### config.mk
export PLATFORM = sky130hd
export DESIGN_NAME = tap_sequencer
export DESIGN_NICKNAME = d
export VERILOG_FILES = /design/src/rtl/tap_sequencer.sv
export SDC_FILE = /design/constraint.sdc
export NUM_CORES = 1
export LEC_CHECK = 0
export BUFFER_PORTS_ARGS = -buffer_cell sky130_fd_sc_hd__buf_2
export CAP_MARGIN = 0
export CORE_MARGIN = 2
export CORE_UTILIZATION = 40
export DETAILED_ROUTE_END_ITERATION = 8
export GPL_TIMING_DRIVEN = 0
export PLACE_DENSITY = 0.62
export SLEW_MARGIN = 20
export SYNTH_ARGS = -nofsm -noshare
export SYNTH_HDL_FRONTEND = slang
export SYNTH_SLANG_ARGS = --single-unit
export TNS_END_PERCENT = 100
### constraint.sdc
create_clock -name clk -period 5.6 [get_ports clk]
set_input_delay 0.56 -clock clk [delete_from_list [all_inputs] [get_ports clk]]
set_output_delay 0.56 -clock clk [all_outputs]
set_load 0.05 [all_outputs]
### src/rtl/tap_sequencer.sv
// -----------------------------------------------------------------------------
// tap_sequencer
//   Generates five staggered timing strobes. An accepted start launches a
//   sequence of L = 5*STEP + W clocks. tap[k] rises STEP*(k+1) clocks after
//   the start edge and stays high for W clocks. W comes from len_sel, which is
//   latched when start is accepted.
//
// Parameters
//   STEP     clocks between successive tap rising edges (1..4)
//
// Ports
//   clk      input   sole clock, rising edge
//   reset    input   asynchronous active-high reset
//   start    input   request a sequence (level-sampled)
//   len_sel  input   pulse width select: 00=2, 01=4, 10=6, 11=8 clocks
//   hold     input   freeze an in-progress sequence
//   tap      output  timing strobes, tap[0] earliest
//   busy     output  sequence in progress
//   done     output  one-clock pulse at completion
//   overrun  output  one-clock pulse when start is rejected
// -----------------------------------------------------------------------------
module tap_sequencer #(
  parameter int unsigned STEP = 1
) (
  input  logic       clk,
  input  logic       reset,
  input  logic       start,
  input  logic [1:0] len_sel,
  input  logic       hold,
  output logic [4:0] tap,
  output logic       busy,
  output logic       done,
  output logic       overrun
);

  typedef enum logic {
    IDLE = 1'b0,
    RUN  = 1'b1
  } state_t;

  // Clocks from the start edge until the last tap rises.
  localparam logic [5:0] TAP_SPAN = 6'(5 * STEP);

  state_t     state_q, state_d;
  logic [5:0] c_q, c_d;
  logic [1:0] len_q, len_d;
  logic [4:0] tap_q, tap_d;
  logic       busy_q, busy_d;
  logic       done_q, done_d;
  logic       overrun_q, overrun_d;

  logic [5:0] c_inc;
  logic [5:0] width;
  logic [5:0] seq_len;

  // Pulse width in clocks: 2, 4, 6 or 8.
  function automatic logic [5:0] width_of(input logic [1:0] sel);
    return {3'b000, sel, 1'b0} + 6'd2;
  endfunction

  // Tap pattern for the cycle after the edge that brought the count to cnt.
  function automatic logic [4:0] tap_of(input logic [5:0] cnt, input logic [5:0] w);
    logic [4:0] t;
    logic [5:0] lo;
    t = 5'b00000;
    for (int k = 0; k < 5; k++) begin
      lo   = 6'((k + 1) * STEP);
      t[k] = (cnt >= lo) && (cnt < (lo + w));
    end
    return t;
  endfunction

  assign c_inc   = c_q + 6'd1;
  assign width   = width_of(len_q);
  assign seq_len = TAP_SPAN + width;

  // Next-state and registered-output computation.
  always_comb begin
    state_d   = state_q;
    c_d       = c_q;
    len_d     = len_q;
    tap_d     = tap_q;
    busy_d    = busy_q;
    done_d    = 1'b0;
    overrun_d = 1'b0;

    case (state_q)
      IDLE: begin
        // hold has no meaning until a sequence is running
        if (start) begin
          state_d = RUN;
          len_d   = len_sel;
          c_d     = 6'd0;
          tap_d   = 5'b00000;
          busy_d  = 1'b1;
        end else begin
          c_d    = 6'd0;
          tap_d  = 5'b00000;
          busy_d = 1'b0;
        end
      end

      RUN: begin
        if (hold) begin
          // Frozen: even the final edge is deferred, so any start is rejected.
          overrun_d = start;
        end else if (c_inc == seq_len) begin
          done_d = 1'b1;
          c_d    = 6'd0;
          tap_d  = 5'b00000;
          if (start) begin
            // The completing edge doubles as the next sequence's start edge.
            len_d  = len_sel;
            busy_d = 1'b1;
          end else begin
            state_d = IDLE;
            busy_d  = 1'b0;
          end
        end else begin
          c_d       = c_inc;
          tap_d     = tap_of(c_inc, width);
          overrun_d = start;
        end
      end

      default: begin
        state_d = IDLE;
        c_d     = 6'd0;
        tap_d   = 5'b00000;
        busy_d  = 1'b0;
      end
    endcase
  end

  // State and output registers with asynchronous reset.
  always_ff @(posedge clk or posedge reset) begin
    if (reset) begin
      state_q   <= IDLE;
      c_q       <= 6'd0;
      len_q     <= 2'b00;
      tap_q     <= 5'b00000;
      busy_q    <= 1'b0;
      done_q    <= 1'b0;
      overrun_q <= 1'b0;
    end else begin
      state_q   <= state_d;
      c_q       <= c_d;
      len_q     <= len_d;
      tap_q     <= tap_d;
      busy_q    <= busy_d;
      done_q    <= done_d;
      overrun_q <= overrun_d;
    end
  end

  assign tap     = tap_q;
  assign busy    = busy_q;
  assign done    = done_q;
  assign overrun = overrun_q;

endmodule

==> run metrics <==
Most common cell on crit path=ha_1; clk sink count=17; Syn. warnings=0; hpwl dp=2239 um; clock buffer depth=2; Worst path max stage delay=0.57 ns; Startpoint Class=flop; number of synthesized flops with an enable pin=0; Boundary Pins=14; Post-CTS Setup Bufs=0; Tot GR Track Use=roughly 16%; Top delay family on crit path=adder cells; initial antenna violation count=0; Placer Congestion=0.8996; status=complete, no violations; first-pass GRT wire length=4954 um; Final nets=~180; synth unique cells=46; hold buffer count at CTS=0; DR WL/cell=13.88 um; DR WL met3=roughly 120 um; final setup vio count=0; router iterations before antenna repair=4; crit-path cells=ha_1, buf_2, nand3_1, xnor2_1, inv_1, ha_1, nand4b_1, nor2_2, nand3_4, a2bb2oi_4, mux2_4; Cells after Synth=143; Synth Register Bits=17; CP bufs+invs=2; CTS tree=yes; Max Fanout on Critical Path=11; WL met1=1276 um; ANT cells=0; top sig layer=met4; area grow syn2layout=10.81%; drt via density=roughly 5.4; starting density of the core=41.61%; Worst-Margin Slew=0.6580 ns; Slowest cell on crit path=dfrtp_1; I/O Buffers=13; die area=3929 um^2; Congestion Overflow GR=0; chip width=62.69 um; Highest Clock Rate=about 310 MHz; latest clock arrival within the worst-skew pair=0.30 ns; final worst path period share=roughly 57%; # fillers=340; row cnt=21; Hold Crit Class=in2async; drc violations=0; Setup Skew=0.007214 ns; clk slew on worst S/H paths=~0.11 ns; vias post-DR=around 1100; RSZ-0062 raised after global routing=no; Worst Path Required=around 5.8 ns; chip height=62.69 um; Worst Path Arrival=3.40 ns; core area=approximately 3300 um^2; syn avg cell area=around 9.6 um^2; post-CTS sizing=0; root buffer cell=clkbuf_4; WS Path Type=reg2reg; sequential area share after synthesis=30.88%; htree depth=1; Syn Nets=163; Slew HR=55.97%; layout cell share with drive strength beyond 1=about a fifth; MaxCap Viol Count=0; Final min period=about 3.2 ns; final wirelength=2860 um; Hold Vio Cnt, Final=0; setup TNS=0 ns; Routed Antenna Nets=0; Main synth FF type=dfrtp_1; CP endpoint kind=flop; Synth Cell Area=1378 um^2; DRT iter0 DRCs=48; final number of max-transition violations=0; Synth async-reset ratio=100.0%; WL met2=roughly 1400 um; cts bufs inserted=3; pin count of the biggest net entering global routing=18; vias in the first global route=1095
cell usage in the layout, fill, tap and decap left out, types with 2 or more instances in the layout:
cell type   n
a21oi_1     2
a311oi_1    2
a31oi_1     2
and2_1      2
buf_2      14
buf_4       2
clkbuf_4    3
dfrtp_1    17
ha_1       14
inv_1      13
maj3_1      2
mux2_4      2
nand2_1    16
nand2b_1    2
nand3_1     4
nand3_4     2
nor2_1      7
nor3_1      2
nor4_1      2
o211ai_1    2
o21ai_0     3
o21ai_1     7
o31ai_1     4
or2_1       2
xnor2_1     7
xor2_1      3
logic make-up (layout without fill, tap and decap cells):
kind of cell	count (synthesis)	in the layout	synth area share (%)
buffers and inverters	16	33	4.995
flip-flops	17	17	30.88
multiplexers	2	2	2.180
AND/OR/NAND/NOR	51	51	22.34
adder cells (fa/ha/maj)	16	16	14.17
AO/OA/AOI/OAI	29	29	15.44
XOR/XNOR	12	12	9.991
cells in the mapped netlist (3+ instances only):
library cell   n  area (um^2)
nand2_1       16        60.06
o31ai_1        4        30.03
o21ai_0        3        15.01
o21ai_1        7        35.03
ha_1          14        175.2
xnor2_1        7        61.31
nand3_1        4        20.02
inv_1         13        48.80
xor2_1         3        26.28
nor2_1         7        26.28
dfrtp_1       17        425.4
sequential cells by signal, indices dropped and copies added, names as in the netlist:
name / flops
c_q: 6
tap: 5
len_q: 2
busy: 1
done: 1
overrun: 1
state_q: 1
worst register-to-register path, stage by stage, from the launching register on:
cell,delay (ns)
dfrtp_1,0.57
ha_1,0.29
buf_2,0.25
nand3_1,0.12
xnor2_1,0.33
inv_1,0.13
ha_1,0.38
nand4b_1,0.15
nor2_2,0.22
nand3_4,0.14
a2bb2oi_4,0.21
mux2_4,0.30
layout make-up:
class	count	area, um^2	share of cell area [%]
plain buffers	3	20.02	1.311
clock buffers	4	26.28	1.721
inverters	13	48.80	3.197
multi-input cells	110	883.3	57.87
flip-flops and latches	17	425.4	27.87
well taps	46	57.56	3.771
repair buffers	13	65.06	4.262
metrics by stage:
stage          cell area, um^2  instances  util, %  setup slack [ns]  hold slack (ns)
2_1_floorplan             1378        143        -             2.905           0.4861
3_3_place_gp              1500        202    45.31             2.505           0.4576
3_5_place_dp              1500        202    45.31             2.452           0.4597
4_1_cts                   1526        206    46.11             2.424           0.3452
5_1_grt                   1526        206    46.11             2.208           0.3794
6_report                  1526        206    46.11             2.404           0.3122
layer usage:
layer,GRT usage [%],vias up
met5,0,-
met4,9.167,0
met3,2.162,9
met2,27.15,30
met1,19.45,533
li1,-,538
worst paths after layout:
kind                                    start                   end  slack (ns)  cells after the start
hold / removal                          reset    tap[3]$_DFFE_PP0P_        0.31                      2
setup / recovery           c_q[0]$_DFFE_PP0P_  len_q[0]$_DFFE_PP0P_        2.40                     11
setup reg to reg           c_q[0]$_DFFE_PP0P_  len_q[0]$_DFFE_PP0P_        2.40                     11
hold reg to reg            tap[4]$_DFFE_PP0P_    tap[4]$_DFFE_PP0P_        0.49                      2
min in group clk                   len_sel[1]  len_q[1]$_DFFE_PP0P_        0.48                      2
max in group asynchronous               reset     state_q$_DFF_PP0_        4.88                      2
Power is left out: the tool's default activity adds up to more than one toggle a clock period on the data nets, which glitch-free logic cannot reach.
